$ cat src/rtl/apple_1_pia_fifo.sv
// Apple-1 style PIA register window backed by a keyboard FIFO and a display FIFO.
// Each FIFO connects to the host through a four-phase req/ack handshake.
module apple_1_pia_fifo #(
   parameter logic [15:0] BASE_ADDR = 16'hD010,
   parameter int          KBD_DEPTH = 8,
   parameter int          DSP_DEPTH = 8,
   parameter bit          UPPERCASE = 1'b1
) (
   input  logic        clk,
   input  logic        reset,
   input  logic [15:0] Address_Bus,
   input  logic        WE,
   input  logic [7:0]  Data_In,
   output logic [7:0]  Data_Out,
   input  logic        kbd_rdy,
   output logic        kbd_ack,
   input  logic [6:0]  kbd_data,
   output logic        dsp_rdy,
   input  logic        dsp_ack,
   output logic [6:0]  dsp_data
);
   localparam int KAW = $clog2(KBD_DEPTH);
   localparam int DAW = $clog2(DSP_DEPTH);

   typedef enum logic {K_IDLE = 1'b0, K_ACK = 1'b1} kbd_state_t;
   typedef enum logic [1:0] {D_IDLE = 2'd0, D_SHOW = 2'd1, D_REL = 2'd2} dsp_state_t;

   function automatic logic [6:0] fold_case(input logic [6:0] c);
      logic [6:0] r;
      if (UPPERCASE && (c >= 7'h61) && (c <= 7'h7A)) r = c - 7'h20;
      else r = c;
      return r;
   endfunction

   // Counts never exceed 64, so only the value 64 needs clamping.
   function automatic logic [5:0] sat6(input logic [6:0] n);
      logic [5:0] r;
      if (n[6]) r = 6'h3F;
      else r = n[5:0];
      return r;
   endfunction

   logic [6:0]     kbd_mem_r [KBD_DEPTH];
   logic [KAW-1:0] kbd_wr_ptr_r, kbd_rd_ptr_r;
   logic [6:0]     kbd_count_r, kbd_last_r;
   logic [6:0]     dsp_mem_r [DSP_DEPTH];
   logic [DAW-1:0] dsp_wr_ptr_r, dsp_rd_ptr_r;
   logic [6:0]     dsp_count_r;
   logic           dsp_ovf_r;
   kbd_state_t     kbd_state_r, kbd_state_nxt_s;
   dsp_state_t     dsp_state_r, dsp_state_nxt_s;
   logic           kbd_ack_r, dsp_rdy_r;
   logic [6:0]     dsp_data_r;
   logic [7:0]     data_out_r;

   logic       hit_s, rd_s, wr_s;
   logic [1:0] off_s;
   logic       kbd_empty_s, kbd_full_s, dsp_empty_s, dsp_full_s;
   logic       kbd_push_s, kbd_pop_s, kbd_flush_s;
   logic       dsp_push_s, dsp_pop_s, dsp_drop_s, dsp_load_s, ovf_clr_s;
   logic [6:0] kbd_head_s, dsp_head_s;
   logic       unused_s;

   assign hit_s       = (Address_Bus[15:2] == BASE_ADDR[15:2]);
   assign off_s       = Address_Bus[1:0];
   assign rd_s        = hit_s && !WE;
   assign wr_s        = hit_s && WE;
   assign kbd_empty_s = (kbd_count_r == 7'd0);
   assign kbd_full_s  = (kbd_count_r == 7'(KBD_DEPTH));
   assign dsp_empty_s = (dsp_count_r == 7'd0);
   assign dsp_full_s  = (dsp_count_r == 7'(DSP_DEPTH));
   assign kbd_head_s  = kbd_mem_r[kbd_rd_ptr_r];
   assign dsp_head_s  = dsp_mem_r[dsp_rd_ptr_r];
   assign kbd_pop_s   = rd_s && (off_s == 2'd0) && !kbd_empty_s;
   assign kbd_flush_s = wr_s && (off_s == 2'd1) && Data_In[0];
   assign dsp_push_s  = wr_s && (off_s == 2'd2) && !dsp_full_s;
   assign dsp_drop_s  = wr_s && (off_s == 2'd2) && dsp_full_s;
   assign ovf_clr_s   = wr_s && (off_s == 2'd3) && Data_In[6];
   assign unused_s    = Data_In[7];

   // Keyboard handshake: accept only when there is room, so a full FIFO back-pressures the host.
   always_comb begin
      kbd_state_nxt_s = kbd_state_r;
      kbd_push_s      = 1'b0;
      case (kbd_state_r)
         K_IDLE: begin
            if (kbd_rdy && !kbd_full_s) begin
               kbd_state_nxt_s = K_ACK;
               kbd_push_s      = !kbd_flush_s;
            end else begin
               kbd_state_nxt_s = K_IDLE;
            end
         end
         K_ACK: begin
            if (!kbd_rdy) kbd_state_nxt_s = K_IDLE;
            else kbd_state_nxt_s = K_ACK;
         end
         default: kbd_state_nxt_s = K_IDLE;
      endcase
   end

   // Display handshake: present head, pop on host ack, wait for ack release.
   always_comb begin
      dsp_state_nxt_s = dsp_state_r;
      dsp_pop_s       = 1'b0;
      dsp_load_s      = 1'b0;
      case (dsp_state_r)
         D_IDLE: begin
            if (!dsp_empty_s) begin
               dsp_state_nxt_s = D_SHOW;
               dsp_load_s      = 1'b1;
            end else begin
               dsp_state_nxt_s = D_IDLE;
            end
         end
         D_SHOW: begin
            if (dsp_ack) begin
               dsp_state_nxt_s = D_REL;
               dsp_pop_s       = 1'b1;
            end else begin
               dsp_state_nxt_s = D_SHOW;
            end
         end
         D_REL: begin
            if (!dsp_ack) dsp_state_nxt_s = D_IDLE;
            else dsp_state_nxt_s = D_REL;
         end
         default: dsp_state_nxt_s = D_IDLE;
      endcase
   end

   // FSM state and registered handshake outputs.
   always_ff @(posedge clk) begin
      if (reset) begin
         kbd_state_r <= K_IDLE;
         dsp_state_r <= D_IDLE;
         kbd_ack_r   <= 1'b0;
         dsp_rdy_r   <= 1'b0;
         dsp_data_r  <= 7'h00;
      end else begin
         kbd_state_r <= kbd_state_nxt_s;
         dsp_state_r <= dsp_state_nxt_s;
         kbd_ack_r   <= (kbd_state_nxt_s == K_ACK);
         dsp_rdy_r   <= (dsp_state_nxt_s == D_SHOW);
         if (dsp_load_s) dsp_data_r <= dsp_head_s;
         else dsp_data_r <= dsp_data_r;
      end
   end

   // FIFO storage writes; no reset needed since pointers gate visibility.
   always_ff @(posedge clk) begin
      if (kbd_push_s) kbd_mem_r[kbd_wr_ptr_r] <= fold_case(kbd_data);
      if (dsp_push_s) dsp_mem_r[dsp_wr_ptr_r] <= Data_In[6:0];
   end

   // Keyboard FIFO bookkeeping; a flush overrides any coincident push.
   always_ff @(posedge clk) begin
      if (reset || kbd_flush_s) begin
         kbd_wr_ptr_r <= '0;
         kbd_rd_ptr_r <= '0;
         kbd_count_r  <= 7'd0;
      end else begin
         if (kbd_push_s) kbd_wr_ptr_r <= kbd_wr_ptr_r + KAW'(1);
         if (kbd_pop_s) kbd_rd_ptr_r <= kbd_rd_ptr_r + KAW'(1);
         case ({kbd_push_s, kbd_pop_s})
            2'b10:   kbd_count_r <= kbd_count_r + 7'd1;
            2'b01:   kbd_count_r <= kbd_count_r - 7'd1;
            default: kbd_count_r <= kbd_count_r;
         endcase
      end
   end

   // Display FIFO bookkeeping and sticky overflow.
   always_ff @(posedge clk) begin
      if (reset) begin
         dsp_wr_ptr_r <= '0;
         dsp_rd_ptr_r <= '0;
         dsp_count_r  <= 7'd0;
         dsp_ovf_r    <= 1'b0;
      end else begin
         if (dsp_push_s) dsp_wr_ptr_r <= dsp_wr_ptr_r + DAW'(1);
         if (dsp_pop_s) dsp_rd_ptr_r <= dsp_rd_ptr_r + DAW'(1);
         case ({dsp_push_s, dsp_pop_s})
            2'b10:   dsp_count_r <= dsp_count_r + 7'd1;
            2'b01:   dsp_count_r <= dsp_count_r - 7'd1;
            default: dsp_count_r <= dsp_count_r;
         endcase
         if (dsp_drop_s) dsp_ovf_r <= 1'b1;
         else if (ovf_clr_s) dsp_ovf_r <= 1'b0;
         else dsp_ovf_r <= dsp_ovf_r;
      end
   end

   // CPU read data; empty KBD reads replay the last popped character.
   always_ff @(posedge clk) begin
      if (reset) begin
         data_out_r <= 8'h00;
         kbd_last_r <= 7'h00;
      end else begin
         if (kbd_pop_s) kbd_last_r <= kbd_head_s;
         if (rd_s) begin
            case (off_s)
               2'd0:    data_out_r <= kbd_empty_s ? {1'b1, kbd_last_r} : {1'b1, kbd_head_s};
               2'd1:    data_out_r <= {!kbd_empty_s, 1'b0, sat6(kbd_count_r)};
               2'd2:    data_out_r <= {dsp_full_s, 7'h00};
               2'd3:    data_out_r <= {dsp_empty_s, dsp_ovf_r, sat6(dsp_count_r)};
               default: data_out_r <= data_out_r;
            endcase
         end
      end
   end

   assign Data_Out = data_out_r;
   assign kbd_ack  = kbd_ack_r;
   assign dsp_rdy  = dsp_rdy_r;
   assign dsp_data = dsp_data_r;
endmodule

$ cat config.mk
export PLATFORM = sky130hd
export DESIGN_NAME = apple_1_pia_fifo
export DESIGN_NICKNAME = d
export VERILOG_FILES = /design/src/rtl/apple_1_pia_fifo.sv
export SDC_FILE = /design/constraint.sdc
export NUM_CORES = 1
export LEC_CHECK = 0
export CORE_UTILIZATION = 45
export CTS_CLUSTER_SIZE = 40
export DETAILED_ROUTE_END_ITERATION = 7
export PLACE_DENSITY = 0.68
export SYNTH_ARGS = -nofsm -noshare
export SYNTH_HDL_FRONTEND = slang
export SYNTH_SLANG_ARGS = --single-unit
$ cat constraint.sdc
create_clock -name clk -period 7.15 [get_ports clk]
set_input_delay 1.43 -clock clk [delete_from_list [all_inputs] [get_ports clk]]
set_output_delay 1.43 -clock clk [all_outputs]
set_load 0.02 [all_outputs]
==> reports/qor.csv, run 1 <==
stage;metric;value;unit
outcome;status;completed;
logic_synthesis;ys_ff_latch;168;
place;port_buffers;51;
timing;fmax;191.0;MHz
clock_network;clk_latency;0.42;ns
timing;rsz0062_at_grt;no;
timing;clock_skew;0.008674;ns
cells_and_area;n_antenna_cell;0;
grt;grt.total_usage;0.1804;
logic_synthesis;netlist_instances;559;
cells_and_area;stdcell_area;8627;um2
floorplanning;die_y;130.4;um
logic_synthesis;synth_edf_count;112;
pwr;power.static_leakage;2.754;nW
drt;routed_wl;14220;um
logic_synthesis;yosysWarnings;0;
timing;final_max_slew_viol_count;0;
floorplanning;initial_core_util;0.4636;
place;pre_cts_ws;1.518;ns
drt;drt-initial-drc-count;326;
grt;grt.overflow.total;0;
timing;tightest_slew;1.141;ns
timing;setup_slack;1.915;ns
setup_path;critPathRequiredTime;7.50;ns
cells_and_area;final_core_utilization;0.5392;
timing;setup_viol;0;
logic_synthesis;synth-async-reset-ratio;0;
setup_path;crit_path_start_kind;input port;
clock_network;clockBufferDepth;2;
cells_and_area;multiInputGateArea;2745;um2
cells_and_area;regArea;4484;um2
setup_path;crit_arrival;5.58;ns
floorplanning;die_area;17000;um2
drt;ant_nets;0;
clock_network;cts_resized;0;
setup_path;crit_path_end_kind;flop;
drt;first_pass_iters;4;
cells_and_area;final_nets;655;
grt;grt_pass1_wl;22760;um
pwr;power;0.001924;W
min_path;hp-class;reg2reg;
timing;finalHoldViolCount;0;
place;gp_congestion;0.8093;
timing;post-route-period-util;0.7322;
clock_network;cts_setup_buffers;0;
logic_synthesis;syn-num-nets;610;
logic_synthesis;yosys_most_used_dff;edfxtp_1;
clock_network;cts_buffers;17;
clock_network;clk_pin_slew;0.06;ns
cells_and_area;area_growth;16.31;%
setup_path;path_max_fanout;16;
pwr;irDropWorstVdd;0.1839;mV
cells_and_area;drive_above_1_share;0.1347;
setup_path;worstSetupPathType;in2reg;
clock_network;cts_root_buf;clkbuf_16;
drt;wl_per_cell;17.09;um
clock_network;htree_levels;4;
logic_synthesis;ys_types;61;
clock_network;clock-sinks;168;
logic_synthesis;syn_area;7417;um2
place;placed_area;8127;um2
timing;max_slew_margin;0.2337;
floorplanning;fp-row-count;46;
drt;viasPerCell;5.481;
run;drv_cap;0;
grt;grt_pass1_vias;4421;
clock_network;cts_tree;yes;
timing;fin_crit;5.235;ns
grt;antenna_found_initial;0;
timing;tns;0;ns
grt;grt_start_max_net_pins;46;
floorplanning;ios;53;
floorplanning;die_w;130.4;um
cells_and_area;fill_cells;1358;
drt;num_vias;4560;
pwr;p_per_area;223.0;nW/um2
logic_synthesis;synth_seq_area_share;0.6046;
clock_network;cts_hold_buf;0;
drt;drc;0;
floorplanning;core;16000;um2
logic_synthesis;avgSynthCellArea;13.27;um2
place;hpwl;9637;um
==> state kept, by name, indices dropped and copies added (netlist names), named ones only <==
register and cells:
Data_Out 8, dsp_count_r 7, dsp_data 7, dsp_mem_r 56, dsp_ovf_r 1, dsp_rd_ptr_r 3, dsp_rdy 1, dsp_state_r 2
dsp_wr_ptr_r 3, kbd_ack 1, kbd_count_r 7, kbd_last_r 7, kbd_mem_r 56, kbd_rd_ptr_r 3, kbd_wr_ptr_r 3
==> area by class of cell <==
class                   count  area share
clock buffers              23     0.05192
clock inverters             8    0.006091
inverters                  13    0.005656
multi-input cells         344      0.3182
flip-flops and latches    168      0.5198
well taps                 216     0.03133
repair buffers             60     0.06701
==> where the power goes <==
part / internal, W / switching [W] / total [W]
clock network: 0.000439 / 0.000346 / 0.000786
registers: 0.00105 / 0.00000688 / 0.00105
logic: 0.0000381 / 0.0000476 / 0.0000857
==> Yosys cell counts, drive strengths merged (14+ instances only) <==
master  count  area (um2)
edfxtp    112        3363
nor2       72       270.3
dfxtp      56        1121
mux4       28       630.6
a21oi      25       125.1
nand2      24       90.09
mux2i      23       230.2
clkbuf     18       68.81
buf        16       82.57
nor3       16       85.08
a211oi     14       105.1
ha         14       175.2
==> through the flow <==
| stage | std cells | hold slack (ns) |
|---|---|---|
| floorplan | 559 | 0.4321 |
| global placement | 801 | 0.4456 |
| detailed placement | 801 | 0.4515 |
| CTS | 832 | 0.4593 |
| global route | 832 | 0.4906 |
| finish | 832 | 0.4573 |
==> placed cells by master (no fill, tap or decap), types with 7 or more instances in the layout <==
master / netlist / layout
buf_4: 3 / 9
a21oi_1: 25 / 25
dfxtp_1: 56 / 56
mux4_2: 28 / 28
mux2i_1: 23 / 23
nand2b_1: 8 / 8
clkdlybuf4s50_1: 0 / 51
nand3_1: 8 / 8
a211oi_1: 14 / 14
o21ai_0: 9 / 9
nand2_1: 24 / 24
clkbuf_16: 0 / 17
mux2_2: 7 / 7
nor2b_1: 10 / 10
xor2_1: 11 / 11
nor2_1: 72 / 72
nor3_1: 15 / 15
ha_1: 14 / 14
edfxtp_1: 112 / 112
inv_1: 13 / 13
==> worst max-delay path, stage by stage <==
cell and delay (ns):
clkdlybuf4s50_1 0.45, or4bb_1 0.59, nor4_2 0.44, nand2_1 0.20
nand2_1 0.27, ha_1 0.58, xor2_1 0.14, ha_1 0.24
or3_1 0.31, a21oi_1 0.28, nor3_1 0.10, a221oi_1 0.33
mux2i_1 0.22
==> path summary, 6_finish.rpt <==
path	from	end	slack (ns)	cells past startpoint
hold / removal	dsp_ovf_r	dsp_ovf_r	0.46	2
hold reg to reg	dsp_ovf_r	dsp_ovf_r	0.46	2
setup / recovery	Address_Bus[12]	kbd_count_r[6]	1.91	13
setup reg to reg	kbd_count_r[2]	kbd_count_r[6]	2.91	11
==> kinds of logic after synthesis <==
logic type	Yosys count	synth area share
AO/OA/AOI/OAI	76	0.07035
adder cells (fa/ha/maj)	15	0.02632
multiplexers	58	0.1267
buffers and inverters	47	0.02699
flip-flops	168	0.6046
AND/OR/NAND/NOR	179	0.1262
XOR/XNOR	16	0.01889
==> routing by layer <==
layer / track usage / up-vias / share of wire
met1: 0.2340 / 2226 / 0.44
met4: 0.05680 / 0 / 0.012
li1: - / 2218 / -
met5: 0 / - / 0
met3: 0.04275 / 16 / 0.053
met2: 0.3007 / 100 / 0.50
(Power assumes the default switching activity.)
==> inputs of run 2 (changes only) <==
==> constraint.sdc (replaced) <==
create_clock -name clk -period 4.96 [get_ports clk]
set_input_delay 0.992 -clock clk [delete_from_list [all_inputs] [get_ports clk]]
set_output_delay 0.992 -clock clk [all_outputs]
set_load 0.02 [all_outputs]
==> reports/qor.csv, run 2 (synthesized netlist as in run 1, its figures left out) <==
stage;metric;value;unit;change
floorplanning;die_area;17000;um2;unchanged
clock_network;clk_pin_slew;0.07;ns;about the same
grt;grt.total_usage;0.1863;;+0.005887
timing;fmax;228.1;MHz;
cells_and_area;n_antenna_cell;0;;unchanged
drt;drt-initial-drc-count;366;;+12%
timing;finalHoldViolCount;0;;unchanged
clock_network;cts_root_buf;clkbuf_16;;
floorplanning;die_w;130.4;um;unchanged
drt;drc;0;;unchanged
drt;num_vias;4629;;+1.5%
outcome;status;completed;;
timing;tightest_slew;1.017;ns;-0.1234 ns
cells_and_area;area_growth;18.54;%;
pwr;sequentialPowerShare;0.511;;-0.036
pwr;irDropWorstVdd;0.2750;mV;+50%
drt;wl_per_cell;17.41;um;+1.9%
setup_path;cp_common_cell;ha_1;;
setup_path;rrSetupSlack;1.72;ns;-1.19 ns
timing;clock_skew;0.01321;ns;+0.004536 ns
clock_network;htree_levels;4;;unchanged
clock_network;cts_setup_buffers;0;;unchanged
timing;tns;0;ns;unchanged
clock_network;clk_latency;0.43;ns;about the same
cells_and_area;stdcell_area;8792;um2;+1.9%
cells_and_area;drive_above_1_share;0.1624;;+0.02768
place;dp.cells;812;;+1.4%
floorplanning;fp-row-count;46;;unchanged
timing;fin_crit;4.384;ns;
timing;setup_viol;0;;unchanged
cells_and_area;final_cells;844;;+1.4%
pwr;power;0.002965;W;+54%
setup_path;cpMaxStageDelayCell;or4b_4;;
drt;routed_wl;14690;um;+3.3%
timing;post-route-period-util;0.8838;;
clock_network;cts_hold_buf;0;;unchanged
pwr;sw_frac_of_total;0.2187;;+0.01033
setup_path;critPathMaxStageDelay;0.57;ns;-0.02 ns
drt;viasPerCell;5.485;;about the same
clock_network;cts_buffers;17;;unchanged
pwr;internal_power;0.002317;W;+52%
floorplanning;initial_core_util;0.4636;;unchanged
place;gp_congestion;0.8402;;+3.8%
cells_and_area;final_nets;666;;+1.7%
place;hpwl;10030;um;+4.0%
setup_path;worstSetupPathType;in2reg;;
min_path;hp-class;reg2reg;;
clock_network;cts_resized;0;;unchanged
pwr;switchingPower;0.0006484;W;+62%
place;port_buffers;51;;unchanged
grt;grt_start_max_net_pins;30;;-35%
timing;final_max_slew_viol_count;0;;unchanged
timing;rsz0062_at_grt;no;;
setup_path;crit_path_end_kind;flop;;
drt;first_pass_iters;7;;+3
pwr;clock_power_share;0.446;;+0.038
grt;antenna_found_initial;0;;unchanged
setup_path;critPathRequiredTime;5.32;ns;-2.18 ns
pwr;comb_power_share;0.043;;-0.002
cells_and_area;final_cell_mix;112 x edfxtp_1, 72 x nor2_1, 56 x dfxtp_1, 51 x clkdlybuf4s50_1, 28 x mux4_2;;
setup_path;crit_arrival;4.75;ns;-0.83 ns
setup_path;path_max_fanout;8;;-8
clock_network;cts_tree;yes;;
place;placed_area;8203;um2;+0.94%
grt;grt_pass1_wl;23200;um;+2.0%
pwr;power.static_leakage;2.868;nW;+4.2%
clock_network;clock-sinks;168;;unchanged
grt;grt_pass1_vias;4473;;+1.2%
floorplanning;core;16000;um2;unchanged
cells_and_area;fill_cells;1323;;-2.6%
grt;grt.overflow.total;0;;unchanged
timing;whs;0.4577;ns;+0.0003190 ns
setup_path;crit_family;simple AND/OR/NAND/NOR gates;;
cells_and_area;layout_commonest_cell;edfxtp_1;;
run;drv_cap;0;;unchanged
timing;max_slew_margin;0.3208;;+0.08716
setup_path;path_buf_inv;1;;unchanged
drt;ant_nets;0;;unchanged
setup_path;crit_path_start_kind;input port;;
floorplanning;ios;53;;unchanged
floorplanning;die_y;130.4;um;unchanged
pwr;p_per_area;337.2;nW/um2;+51%
clock_network;clockBufferDepth;2;;unchanged
setup_path;path_cells;clkdlybuf4s50_1, or4b_4, nor4_4, nand4_2, ha_1, ha_1, nor2b_1, o31a_1, or4_1, a31o_2, a21oi_1;;
## run 2: final cells by class
class / instances / area, um2 / area share
Timing Repair Buffer: 71 / 660.6 / 0.07514
Sequential cell: 168 / 4484 / 0.5100
Tap cell: 216 / 270.3 / 0.03074
Inverter: 13 / 48.80 / 0.005550
Clock inverter: 15 / 163.9 / 0.01864
Multi-Input combinational cell: 344 / 2739 / 0.3115
Clock buffer: 17 / 425.4 / 0.04838
## run 2: final timing paths
path / start / to / cells after the start
worst max-delay path: Address_Bus[3] / dsp_count_r[6] / 11
worst max register to register: dsp_count_r[6] / dsp_count_r[6] / 10
worst min register to register: dsp_ovf_r / dsp_ovf_r / 2
worst min-delay path: dsp_ovf_r / dsp_ovf_r / 2
## run 2: power by group through the flow
stage          Sequential [W]  Combinational, W  Clock (W)
2_1_floorplan         0.00154         0.0000661          0
4_1_cts               0.00152          0.000128    0.00134
6_report              0.00152          0.000128    0.00132
3_5_place_dp          0.00155          0.000127          0
3_3_place_gp          0.00155          0.000123          0
5_1_grt               0.00152          0.000140    0.00139
## run 2: stage by stage
step	util	worst slack (ns)
2_1_floorplan	-	0.3401
4_1_cts	0.5495	0.5842
6_report	0.5495	0.5763
3_3_place_gp	0.5127	0.2608
5_1_grt	0.5495	0.4647
3_5_place_dp	0.5127	0.1553
## run 2: tightest hold or removal path, cell delays in order (launching register included)
cell,delay (ns)
dfxtp_1,0.31
nand2_1,0.05
a21oi_1,0.05
## run 2: metal layers
metal,track usage,up-vias,wire (um)
li1,-,2241,-
met1,0.2375,2287,6662
met2,0.3157,84,7336
met3,0.03909,17,505
met4,0.06626,0,190
met5,0,-,0
==> inputs of run 3 (changes only) <==
--- a/config.mk
+++ b/config.mk
@@ -5,10 +5,10 @@
 export SDC_FILE = /design/constraint.sdc
 export NUM_CORES = 1
 export LEC_CHECK = 0
-export CORE_UTILIZATION = 45
+export CORE_UTILIZATION = 59
 export CTS_CLUSTER_SIZE = 40
 export DETAILED_ROUTE_END_ITERATION = 7
-export PLACE_DENSITY = 0.68
+export PLACE_DENSITY = 0.84
 export SYNTH_ARGS = -nofsm -noshare
 export SYNTH_HDL_FRONTEND = slang
 export SYNTH_SLANG_ARGS = --single-unit
==> reports/qor.csv, run 3 (synthesized netlist as in run 1, its figures left out) <==
stage;metric;value;unit;change
grt;grt_pass1_vias;4783;;+6.9%
timing;rsz0062_at_grt;no;;
cells_and_area;drive_above_1_share;0.1541;;-0.008327
cells_and_area;n_antenna_cell;0;;unchanged
floorplanning;die_w;114.1;um;-12%
pwr;switchingPower;0.0006125;W;-5.5%
grt;grt.total_usage;0.2607;;+0.07437
floorplanning;initial_core_util;0.6124;;+0.1488
setup_path;path_buf_inv;1;;unchanged
timing;final_max_slew_viol_count;0;;unchanged
setup_path;crit_family;simple AND/OR/NAND/NOR gates;;
setup_path;crit_arrival;4.70;ns;-0.05 ns
drt;drt-initial-drc-count;373;;+1.9%
setup_path;crit_path_start_kind;input port;;
place;gp_congestion;0.8553;;+1.8%
setup_path;worstSetupPathType;in2reg;;
pwr;sequentialPowerShare;0.507;;-0.004
setup_path;crit_path_end_kind;flop;;
drt;ant_nets;0;;unchanged
pwr;clock_power_share;0.450;;+0.004
timing;tightest_slew;1.200;ns;+0.1827 ns
setup_path;cp_common_cell;ha_1;;
grt;grt.overflow.total;0;;unchanged
setup_path;critPathRequiredTime;5.32;ns;about the same
cells_and_area;fill_cells;778;;-41%
pwr;internal_power;0.002379;W;+2.7%
setup_path;cpMaxStageDelayCell;or4b_4;;
drt;num_vias;4758;;+2.8%
pwr;comb_power_share;0.043;;about the same
outcome;status;completed;;
drt;routed_wl;15640;um;+6.5%
floorplanning;ios;53;;unchanged
setup_path;critPathMaxStageDelay;0.57;ns;about the same
run;drv_cap;0;;unchanged
place;pre_cts_ws;0.2196;ns;+0.06431 ns
min_path;hp-class;reg2reg;;
clock_network;cts_resized;0;;unchanged
clock_network;cts_buffers;17;;unchanged
timing;setup_slack;0.6199;ns;+0.04358 ns
cells_and_area;area_growth;17.43;%;
timing;finalHoldViolCount;0;;unchanged
pwr;irDropWorstVdd;0.4694;mV;+71%
place;port_buffers;51;;unchanged
pwr;power.static_leakage;2.846;nW;-0.76%
timing;fmax;230.4;MHz;+1.0%
setup_path;path_cells;clkdlybuf4s50_1, or4b_4, nor4_4, nand4_2, ha_1, ha_1, nor2b_1, o31a_1, or4_1, a31o_2, a21oi_1;;
setup_path;path_max_fanout;8;;unchanged
clock_network;clk_pin_slew;0.07;ns;about the same
clock_network;clk_latency;0.43;ns;about the same
clock_network;cts_root_buf;clkbuf_16;;
clock_network;htree_levels;4;;unchanged
timing;fin_crit;4.340;ns;-0.04358 ns
cells_and_area;final_cell_mix;112 x edfxtp_1, 72 x nor2_1, 56 x dfxtp_1, 51 x clkdlybuf4s50_1, 28 x mux4_2;;
timing;clock_skew;0.008317;ns;-0.004893 ns
timing;post-route-period-util;0.8750;;-0.008787
clock_network;clock-sinks;168;;unchanged
drt;wl_per_cell;19.77;um;+14%
floorplanning;die_area;13020;um2;-23%
floorplanning;core;12110;um2;-24%
pwr;sw_frac_of_total;0.2047;;-0.01395
timing;max_slew_margin;0.1938;;-0.1271
drt;viasPerCell;6.015;;+9.7%
drt;first_pass_iters;5;;-2
cells_and_area;final_nets;661;;-0.75%
grt;grt_pass1_wl;24800;um;+6.9%
floorplanning;fp-row-count;40;;-13%
clock_network;cts_setup_buffers;0;;unchanged
timing;tns;0;ns;unchanged
timing;setup_viol;0;;unchanged
grt;grt_start_max_net_pins;26;;-13%
clock_network;cts_tree;yes;;
clock_network;clockBufferDepth;2;;unchanged
drt;drc;0;;unchanged
cells_and_area;layout_commonest_cell;edfxtp_1;;
floorplanning;die_y;114.1;um;-12%
clock_network;cts_hold_buf;0;;unchanged
place;hpwl;10120;um;+0.90%
grt;antenna_found_initial;0;;unchanged
pwr;p_per_area;343.5;nW/um2;+1.9%
==> run 3: cell count changes in the layout (fill, tap and decap cells not counted) <==
cell | before | now
buf_4 | 20 | 15
bufinv_16 | 2 | 3
clkbuf_8 | 0 | 2
clkinv_1 | 0 | 1
clkinv_2 | 3 | 5
clkinv_4 | 3 | 1
clkinvlp_4 | 1 | 2
inv_6 | 5 | 1
inv_8 | 1 | 0
==> run 3: cell type report <==
class	instances	area (um2)	area share
clock buffer	19	452.9	0.05200
clock inverter	13	151.4	0.01738
inverter	13	48.80	0.005603
multi-input combinational	344	2739	0.3145
sequential	168	4484	0.5149
tap	168	210.2	0.02413
timing repair buffer	66	623.1	0.07154
==> run 3: routing by layer <==
layer / up-vias / part of all wire / GRT usage
met2: 158 / 0.52 / 0.4436
met1: 2346 / 0.40 / 0.3145
met3: 30 / 0.059 / 0.06670
li1: 2224 / - / -
met5: - / 0 / 0
met4: 0 / 0.022 / 0.1169
==> run 3: through the flow <==
| step | hold WS, ns | cell area, um2 | util | power, W | std cells |
|---|---|---|---|---|---|
| finish | 0.4969 | 8710 | 0.7191 | 0.002992 | 791 |
| global route | 0.5210 | 8710 | 0.7191 | 0.003064 | 791 |
| CTS | 0.4971 | 8710 | 0.7191 | 0.003000 | 791 |
| detailed placement | 0.4516 | 8105 | 0.6692 | 0.001673 | 759 |
| global placement | 0.4426 | 8105 | 0.6692 | 0.001666 | 759 |
| floorplan | 0.4321 | 7417 | - | 0.001609 | 559 |
==> run 3: tightest hold or removal path, cell delays in order, from the launching register on <==
cell,delay [ns]
dfxtp_1,0.31
nor2_1,0.09
a211oi_1,0.05
==> run 3: final timing paths <==
check	from	end	slack, ns	cells after the start
max	Address_Bus[3]	dsp_count_r[6]	0.62	11
min	dsp_data[0]	dsp_data[0]	0.50	2
max reg2reg	kbd_count_r[0]	kbd_count_r[6]	1.72	11
min reg2reg	dsp_data[0]	dsp_data[0]	0.50	2
==> run 3: power by group through the flow <==
stage	Sequential [W]	Clock (W)	Combinational [W]
after floorplan	0.00154	0	0.0000661
after global placement	0.00155	0	0.000121
after detailed placement	0.00155	0	0.000126
after CTS	0.00152	0.00136	0.000128
after global routing	0.00152	0.00141	0.000138
final	0.00152	0.00135	0.000128
